`src/rtl/uart_instr_responder.sv`:
```
// Serial instruction responder: receives a 32-bit little-endian address over
// an 8N1 UART line, fetches that word through a req/ack memory port and sends
// the 32-bit data word back, little-endian, on tx. Half-duplex.
module uart_instr_responder #(
  parameter int CLKS_PER_BIT = 163,
  parameter int TIMEOUT_BITS = 32
) (
  input  logic        clk,
  input  logic        reset,
  input  logic        rx,
  output logic        tx,
  output logic        mem_req,
  output logic [31:0] mem_addr,
  input  logic        mem_ack,
  input  logic [31:0] mem_rdata,
  output logic        busy,
  output logic        frame_err
);

  localparam int CW = $clog2(CLKS_PER_BIT);
  localparam int GW = $clog2(TIMEOUT_BITS + 1);
  localparam logic [CW-1:0] BAUD_LAST = CW'(CLKS_PER_BIT - 1);
  localparam logic [CW-1:0] BAUD_HALF = CW'(CLKS_PER_BIT / 2 - 1);
  localparam logic [GW-1:0] GAP_LAST  = GW'(TIMEOUT_BITS - 1);

  typedef enum logic [2:0] {
    S_IDLE     = 3'd0,
    S_RX_START = 3'd1,
    S_RX_DATA  = 3'd2,
    S_RX_STOP  = 3'd3,
    S_RX_GAP   = 3'd4,
    S_MEM      = 3'd5,
    S_TX       = 3'd6
  } state_t;

  state_t          r_state, w_next;
  logic            r_rx_meta, r_rx_s;
  logic [CW-1:0]   r_baud;
  logic            w_strobe, w_half;
  logic            r_armed;
  logic [CW-1:0]   r_arm_cnt;
  logic            r_from_gap;
  logic [2:0]      r_bit;
  logic [7:0]      r_shift;
  logic [23:0]     r_addr_shadow;
  logic [1:0]      r_idx;
  logic [GW-1:0]   r_gap_cnt;
  logic [31:0]     r_tx_sh;
  logic [3:0]      r_tx_bit;
  logic [1:0]      r_tx_byte;
  logic            w_tx_val, w_busy, w_ferr, w_req;
  logic            r_tx, r_busy, r_frame_err, r_mem_req;
  logic [31:0]     r_mem_addr;

  assign w_strobe = (r_baud == BAUD_LAST);
  assign w_half   = (r_baud == BAUD_HALF);

  // Two-flop synchronizer for the asynchronous rx line (idles high).
  always_ff @(posedge clk or negedge reset) begin
    if (!reset) begin
      r_rx_meta <= 1'b1;
      r_rx_s    <= 1'b1;
    end else begin
      r_rx_meta <= rx;
      r_rx_s    <= r_rx_meta;
    end
  end

  // Baud counter: wraps at the terminal count and restarts on every state change.
  always_ff @(posedge clk or negedge reset) begin
    if (!reset) begin
      r_baud <= '0;
    end else if ((w_next != r_state) || w_strobe) begin
      r_baud <= '0;
    end else begin
      r_baud <= r_baud + CW'(1);
    end
  end

  // FSM state register.
  always_ff @(posedge clk or negedge reset) begin
    if (!reset) begin
      r_state <= S_IDLE;
    end else begin
      r_state <= w_next;
    end
  end

  // FSM next-state logic.
  always_comb begin
    w_next = r_state;
    case (r_state)
      S_IDLE: begin
        if (r_armed && !r_rx_s) w_next = S_RX_START;
        else                    w_next = S_IDLE;
      end
      S_RX_START: begin
        if (w_half) begin
          if (!r_rx_s)         w_next = S_RX_DATA;
          else if (r_from_gap) w_next = S_RX_GAP;
          else                 w_next = S_IDLE;
        end else begin
          w_next = S_RX_START;
        end
      end
      S_RX_DATA: begin
        if (w_strobe && (r_bit == 3'd7)) w_next = S_RX_STOP;
        else                             w_next = S_RX_DATA;
      end
      S_RX_STOP: begin
        if (!w_strobe)             w_next = S_RX_STOP;
        else if (!r_rx_s)          w_next = S_IDLE;
        else if (r_idx == 2'd3)    w_next = S_MEM;
        else                       w_next = S_RX_GAP;
      end
      S_RX_GAP: begin
        if (!r_rx_s)                                w_next = S_RX_START;
        else if (w_strobe && (r_gap_cnt == GAP_LAST)) w_next = S_IDLE;
        else                                        w_next = S_RX_GAP;
      end
      S_MEM: begin
        if (mem_ack) w_next = S_TX;
        else         w_next = S_MEM;
      end
      S_TX: begin
        if (w_strobe && (r_tx_bit == 4'd9) && (r_tx_byte == 2'd3)) w_next = S_IDLE;
        else                                                     w_next = S_TX;
      end
      default: w_next = S_IDLE;
    endcase
  end

  // FSM output decode; busy stays up through the final tx cycle of the last stop bit.
  always_comb begin
    w_tx_val = 1'b1;
    w_ferr   = 1'b0;
    w_busy   = (w_next != S_IDLE) || (r_state == S_TX);
    w_req    = (w_next == S_MEM);
    case (r_state)
      S_RX_STOP: begin
        if (w_strobe && !r_rx_s) w_ferr = 1'b1;
        else                     w_ferr = 1'b0;
      end
      S_RX_GAP: begin
        if (r_rx_s && w_strobe && (r_gap_cnt == GAP_LAST)) w_ferr = 1'b1;
        else                                              w_ferr = 1'b0;
      end
      S_TX: begin
        if (r_tx_bit == 4'd0)      w_tx_val = 1'b0;
        else if (r_tx_bit == 4'd9) w_tx_val = 1'b1;
        else                       w_tx_val = r_tx_sh[0];
      end
      default: w_tx_val = 1'b1;
    endcase
  end

  // Registered copies of the decoded outputs.
  always_ff @(posedge clk or negedge reset) begin
    if (!reset) begin
      r_tx        <= 1'b1;
      r_busy      <= 1'b0;
      r_frame_err <= 1'b0;
      r_mem_req   <= 1'b0;
    end else begin
      r_tx        <= w_tx_val;
      r_busy      <= w_busy;
      r_frame_err <= w_ferr;
      r_mem_req   <= w_req;
    end
  end

  // Re-arm qualifier: after leaving an active phase, rx must stay high a full bit-time.
  always_ff @(posedge clk or negedge reset) begin
    if (!reset) begin
      r_armed   <= 1'b0;
      r_arm_cnt <= '0;
    end else if (r_state == S_IDLE) begin
      if (!r_rx_s)                     r_arm_cnt <= '0;
      else if (r_arm_cnt == BAUD_LAST) r_armed   <= 1'b1;
      else                             r_arm_cnt <= r_arm_cnt + CW'(1);
    end else if ((w_next == S_IDLE) && (r_state != S_RX_START)) begin
      r_armed   <= 1'b0;
      r_arm_cnt <= '0;
    end
  end

  // Inter-byte idle counter in bit-times.
  always_ff @(posedge clk or negedge reset) begin
    if (!reset) begin
      r_gap_cnt <= '0;
    end else if (r_state != S_RX_GAP) begin
      r_gap_cnt <= '0;
    end else if (w_strobe) begin
      r_gap_cnt <= r_gap_cnt + GW'(1);
    end
  end

  // Receive datapath: bit shifting, byte assembly and address load.
  always_ff @(posedge clk or negedge reset) begin
    if (!reset) begin
      r_from_gap    <= 1'b0;
      r_bit         <= 3'd0;
      r_shift       <= 8'd0;
      r_addr_shadow <= 24'd0;
      r_idx         <= 2'd0;
      r_mem_addr    <= 32'd0;
    end else begin
      if ((r_state != S_RX_START) && (w_next == S_RX_START)) begin
        r_from_gap <= (r_state == S_RX_GAP);
      end
      if (r_state != S_RX_DATA) begin
        r_bit <= 3'd0;
      end else if (w_strobe) begin
        r_shift <= {r_rx_s, r_shift[7:1]};
        r_bit   <= r_bit + 3'd1;
      end
      if ((r_state == S_RX_STOP) && w_strobe) begin
        if (!r_rx_s) begin
          r_idx <= 2'd0;
        end else begin
          r_idx <= r_idx + 2'd1;
          case (r_idx)
            2'd0:    r_addr_shadow[7:0]   <= r_shift;
            2'd1:    r_addr_shadow[15:8]  <= r_shift;
            2'd2:    r_addr_shadow[23:16] <= r_shift;
            default: r_mem_addr <= {r_shift, r_addr_shadow};
          endcase
        end
      end else if ((r_state == S_RX_GAP) && (w_next == S_IDLE)) begin
        r_idx <= 2'd0;
      end
    end
  end

  // Transmit datapath: the whole word shifts out LSB first, giving little-endian bytes.
  always_ff @(posedge clk or negedge reset) begin
    if (!reset) begin
      r_tx_sh   <= 32'd0;
      r_tx_bit  <= 4'd0;
      r_tx_byte <= 2'd0;
    end else if ((r_state == S_MEM) && mem_ack) begin
      r_tx_sh   <= mem_rdata;
      r_tx_bit  <= 4'd0;
      r_tx_byte <= 2'd0;
    end else if ((r_state == S_TX) && w_strobe) begin
      if ((r_tx_bit != 4'd0) && (r_tx_bit != 4'd9)) begin
        r_tx_sh <= {1'b0, r_tx_sh[31:1]};
      end
      if (r_tx_bit == 4'd9) begin
        r_tx_bit  <= 4'd0;
        r_tx_byte <= r_tx_byte + 2'd1;
      end else begin
        r_tx_bit <= r_tx_bit + 4'd1;
      end
    end
  end

  assign tx        = r_tx;
  assign busy      = r_busy;
  assign frame_err = r_frame_err;
  assign mem_req   = r_mem_req;
  assign mem_addr  = r_mem_addr;

endmodule

```
`config.mk`:
```
export PLATFORM = sky130hd
export DESIGN_NAME = uart_instr_responder
export DESIGN_NICKNAME = d
export VERILOG_FILES = /design/src/rtl/uart_instr_responder.sv
export SDC_FILE = /design/constraint.sdc
export NUM_CORES = 1
export LEC_CHECK = 0
export CAP_MARGIN = 20
export CORE_MARGIN = 2
export CORE_UTILIZATION = 50
export CTS_CLUSTER_DIAMETER = 100
export DETAILED_ROUTE_END_ITERATION = 8
export PLACE_DENSITY = 0.75
export SYNTH_ARGS = -nofsm -noshare
export SYNTH_HDL_FRONTEND = slang
export SYNTH_SLANG_ARGS = --single-unit
```
`constraint.sdc`:
```
create_clock -name clk -period 2.17 [get_ports clk]
set_clock_uncertainty 0.05 [all_clocks]
set_input_delay 0.434 -clock clk [delete_from_list [all_inputs] [get_ports clk]]
set_output_delay 0.434 -clock clk [all_outputs]
set_load 0.05 [all_outputs]
```
=== Word-level counts from Yosys, hierarchy flattened ===
Index checks and enable logic that the tools add are counted.

* Register bits after elaboration: 140
* Latch bits: 0
* Bits in writable memories: 0
* Memory bits (read-only): 0
* Input bits: 36
* Memories kept: 0

* Add/subtract/negate cells: 7
* Multipliers: 0
* Divide/modulo/power cells: 0
* Order comparisons: 0
* Equality and inequality tests: 26
* Shift-type cells: 0
* Multiplexer cells: 44
* Bitwise operators: 2
* Reduce and logical (&&, ||, !) cells: 41

{| class="wikitable"
|+ Operators with widths
! cell !! count
|-
| 32-bit two-way mux || 3
|-
| 8-bit two-way mux || 5
|-
| 3-bit two-way mux || 10
|-
| 3-bit case mux with 7 select lines || 1
|-
| 8-bit by 1-bit adder with 8-bit output (second input constant) || 2
|-
| 8-bit equality test (second input constant) || 2
|-
| 3-bit equality test (second input constant) || 5
|-
| 1-bit logical AND || 15
|-
| 3-bit AND reduction || 5
|-
| 2-bit two-way mux || 7
|-
| 2-bit nonzero test || 7
|-
| 1-bit two-way mux || 12
|-
| 4-bit two-way mux || 3
|-
| 6-bit two-way mux || 2
|-
| 8-bit by 7-bit equality test with 1-bit output (second input constant) || 1
|-
| 2-bit AND reduction || 4
|-
| 6-bit by 1-bit adder with 6-bit output (second input constant) || 1
|-
| 2-bit equality test (second input constant) || 3
|-
| 3-bit by 1-bit equality test with 1-bit output (second input constant) || 2
|-
| 3-bit by 2-bit equality test with 1-bit output (second input constant) || 2
|-
| 6-bit by 5-bit equality test with 1-bit output (second input constant) || 1
|-
| 3-bit logical NOT || 2
|-
| 3-bit != test (second input constant) || 2
|-
| 2-bit by 1-bit adder with 2-bit output (second input constant) || 2
|-
| other kinds (19) || 21
|}

=== Logic depth before layout (Yosys ltp) ===
* Depth in word-level cells: 9
* Mapped depth: 9

=== Worst setup path after synthesis ===
No wires, ideal clock.

* Path kind: register to register
* From: register r_tx_bit[1]
* To: register r_arm_cnt[0]
* Setup time: 0.131 ns
* Data arrival time: 2.003 ns
* Data required time: 1.989 ns
* Slack: -0.014 ns
* Stages on the path, launching flop included: 10
* Path buffers: 1
* Cell sequence: dfrtp_1 -> inv_1 -> ha_1 -> nand2_1 -> nor2_1 -> a31oi_1 -> or4_1 -> buf_2 -> o21ai_4 -> o211ai_1

* Word-level cells in the longest chain between the ends: 9

{| class="wikitable"
|+ Ends and longest elaborated chain
! element !! line !! source
|-
| from (decl) || 49 || <nowiki>logic [3:0] r_tx_bit;</nowiki>
|-
| from (signal assigned) || 253 || <nowiki>r_tx_bit <= r_tx_bit + 4'd1;</nowiki>
|-
| 4-bit equality test || 126 || <nowiki>if (w_strobe && (r_tx_bit == 4'd9) && (r_tx_byte == 2'd3)) w_next = S_IDLE;</nowiki>
|-
| 1-bit logical AND (2 in a row) || 126 ||
|-
| 3-bit two-way mux || 126 ||
|-
| 3-bit case mux with 7 select lines || 92 || <nowiki>case (r_state)</nowiki>
|-
| net w_next[2] || 36 || <nowiki>state_t r_state, w_next;</nowiki>
|-
| 3-bit logical NOT || 181 || <nowiki>end else if ((w_next == S_IDLE) && (r_state != S_RX_START)) begin</nowiki>
|-
| 1-bit logical AND || 181 ||
|-
| 2-bit nonzero test (no line) || -- ||
|-
| 2-bit AND reduction (no line) || -- ||
|-
| to (signal assigned) || 180 || <nowiki>else r_arm_cnt <= r_arm_cnt + CW'(1);</nowiki>
|-
| to (decl) || 41 || <nowiki>logic [CW-1:0] r_arm_cnt;</nowiki>
|}

The timed path passes the listed nets, and every way through them passes these cells.
A chain may end at the register's enable or synchronous reset.

=== Worst setup path in the final report ===
* From: register r_busy, in the netlist busy
* To: output port busy

{| class="wikitable"
|+ RTL lines
! element !! line !! source
|-
| from (decl) || 52 || <nowiki>logic r_tx, r_busy, r_frame_err, r_mem_req;</nowiki>
|-
| from (signal assigned) || 166 || <nowiki>r_busy <= w_busy;</nowiki>
|-
| to (decl) || 16 || <nowiki>output logic busy,</nowiki>
|}

No word-level cell between the ends.

==> flow_summary.yaml <==
setup_path:
  startpoint: "busy"
  crit_required_ns: 1.69
  cp_top_family: "buffers and inverters"
  crit_type: "flop to output pin"
  end_kind: "output pin"
  rr_worst_depth: 9
  crit_chain: "clkdlybuf4s50_1"
  path_buf_inv: 1
  rrSetupSlack_ns: 0.07
  start_kind: "flop"
  critPathMaxFanout: 1
  crit_cells: 1
  crit_arrival_ns: 1.64
  critPathMaxStageDelay_ns: 0.83
  r2r-end: "r_tx_sh[19]"
  crit_slowest_cell: "clkdlybuf4s50_1"
  regToRegStartpoint: "r_state[1]"
  cp-endpoint: "busy"
clock_network:
  cts.sinks: 140
  cts.root.buffer_cell: "clkbuf_16"
  cts_buffers: 17
  cts_tree: "done"
  worstSkewPairLatency_ns: 0.42
  cts_buffer_depth: 2
  cts-htree-levels: 4
  path_clk_slew_ns: 0.06
yosys:
  synth_warnings: 0
  synth_seq_cells: 140
  yosys-top-cells-area: "dfrtp_1 55%, mux2_2 12%, nand2_1 5.7%, nor2_1 3.9%, a31oi_1 3.4%"
  synth_edf_count: 0
  synth-simple-area-share: 0.154
  synthArstFlopShare: 1.00
  synth_top_family_by_area: "simple AND/OR/NAND/NOR gates"
  seq_area_frac_synth: 0.566
  ys_top_cells_by_count: "137 x dfrtp_1, 94 x nand2_1, 65 x mux2_2"
  syn-num-nets: 622
  yosysMostFrequentCell: "dfrtp_1"
  avgSynthCellArea_um2: 10.9
  yosys.area.top_type: "dfrtp_1"
  post_synth_num_cell_types: 46
  synth_xor_area_frac: 0.0226
  syn-cell-area_um2: 6190
  synth_top_area_share: 0.554
  synth_flop_cell: "dfrtp_1"
  synth_cells: 570
  synthAdderAreaFrac: 0.0323
  synth_compound_area_frac: 0.0788
  muxShareOfSynthArea: 0.120
detailed_routing:
  via_per_inst: 5.35
  ant_nets: 0
  routed_wl_um: 13000
  routedWlPerCell_um: 15.3
  drc_errors: 0
  drt_iter0_drc: 387
  vias: 4554
  firstDrtPassIters: 4
finish:
  layout-drive-gt1-share: 0.215
  nFillCells: 926
  finish.net_count: 722
  antenna_cells: 0
  syn2layout_area_growth_pct: 29.5
  final_cells: 851
  final_util: 0.665
power:
  p_leak_uw: 0.00363
  peakVddDrop_v: 0.000350
  pwr-share-seq: 0.469
  netSwitchingPower_uw: 1090
  total_power_uw: 5580
  p_int_uw: 4500
  p_comb_frac: 0.023
  p_per_area_nw_per_um2: 696
  pwr-share-clk: 0.508
  netSwitchingFraction: 0.194
grt:
  antenna_found_initial: 0
  grt_pass1_vias: 4536
  track_usage: 0.213
  grt_max_degree: 59
  grt-ovfl-total: 0
  grt_pass1_wl_um: 21900
placed_design:
  pre_cts_ws_ns: -0.0347
  io_buffers: 71
  post-dp-hpwl_um: 8760
  place.gp.congestion: 0.915
  dp_cells: 817
timing:
  relSlewSlack: 0.640
  finalCritPeriodShare: 0.981
  worst_pin_slew_ns: 0.539
  final.setup.worst_slack_ns: 0.0421
  finalSetupTns_ns: 0
  maxSlewViolCount: 0
  period_minus_slack_ns: 2.13
  fmax_mhz: 470
  setup_viol: 0
  hold_viol: 0
floorplan:
  dieArea_um2: 13300
  num_rows: 40
  coreArea_um2: 12100
  die_x_um: 115
  io_pins: 72
  initial_core_util: 0.513
  die_y_um: 115
hold_path:
  hp-class: "flop to flop"
job:
  maxCapViolCount: 0
run_status:
  status: "finished, final reports clean"
==> through the flow <==
step,instance area (um2),hold WS [ns]
after floorplan,6200,0.0884
after global routing,8020,0.314
after CTS,7950,0.305
final,8020,0.305
after global placement,7350,0.298
after detailed placement,7350,0.297
==> worst min-delay path by stage <==
stage	cells after the start	start	slack, ns	to
floorplan	0	reset	0.09	busy
global placement	0	r_rx_meta	0.30	r_rx_s
detailed placement	0	r_rx_meta	0.30	r_rx_s
CTS	0	r_rx_meta	0.31	r_rx_s
global route	0	r_rx_meta	0.31	r_rx_s
finish	0	r_rx_meta	0.30	r_rx_s
==> logic make-up (layout without fill, tap and decap cells) <==
| group | after synthesis | after routing |
|---|---|---|
| flops | 140 | 140 |
| compound gates | 76 | 76 |
| xor+xnor | 16 | 16 |
| mux | 66 | 66 |
| buf+inv | 41 | 154 |
| simple gates | 215 | 215 |
| fa+ha+maj | 16 | 16 |
==> placed cells by master (no fill, tap or decap), drive strengths merged, types with 6 or more instances in the layout <==
master and count:
o21ai 8, nand3 13, inv 15, xor2 9, nor3b 6, ha 16, buf 37, and3 8
nand2 94, xnor2 7, nand4 6, a21oi 15, clkbuf 27, dfrtp 137, nor2 64, mux2 65
clkdlybuf4s50 69, a31oi 34, o22ai 7
==> cell type report <==
| type | instances | area (um2) | area share |
|---|---|---|---|
| Clock inverter | 5 | 81.3 | 0.0101 |
| Sequential cell | 140 | 3510 | 0.437 |
| Tap cell | 168 | 210 | 0.0262 |
| Timing Repair Buffer | 107 | 1060 | 0.133 |
| Multi-Input combinational cell | 389 | 2590 | 0.324 |
| Inverter | 15 | 56.3 | 0.00702 |
| Clock buffer | 27 | 503 | 0.0627 |
==> per-layer routing <==
| layer | global-route usage | part of all wire | routed length (um) |
|---|---|---|---|
| met5 | 0 | 0 | 0 |
| met4 | 0.0755 | 0.016 | 212 |
| met3 | 0.0485 | 0.041 | 537 |
| met2 | 0.358 | 0.51 | 6650 |
| met1 | 0.272 | 0.43 | 5580 |
==> power by group through the flow <==
stage	Combinational (uW)	Sequential [uW]	Clock, uW
after detailed placement	132	2660	0
after floorplan	4.00	2660	0
final	130	2620	2830
after CTS	135	2620	2890
after global routing	145	2620	3010
after global placement	132	2660	0
==> registers in the layout (all words and copies together), names as in the netlist, 2 cells and up <==
signal / count
mem_addr: 32
r_tx_sh: 32
r_addr_shadow: 24
r_arm_cnt: 8
r_baud: 8
r_shift: 8
r_gap_cnt: 6
r_tx_bit: 4
r_bit: 3
r_state: 3
r_idx: 2
r_tx_byte: 2
==> repair_timing <==
action                                  4_1_cts  5_1_grt
hold endpoints to repair                     55        0
endpoints found under the setup margin        6       12
hold buffers                                  1        0
resized for setup                             1       14
cloned                                        0        0
pin swaps                                     0        8
buffers inserted                              0        1
Note: power is estimated with default switching activity, not from simulation.
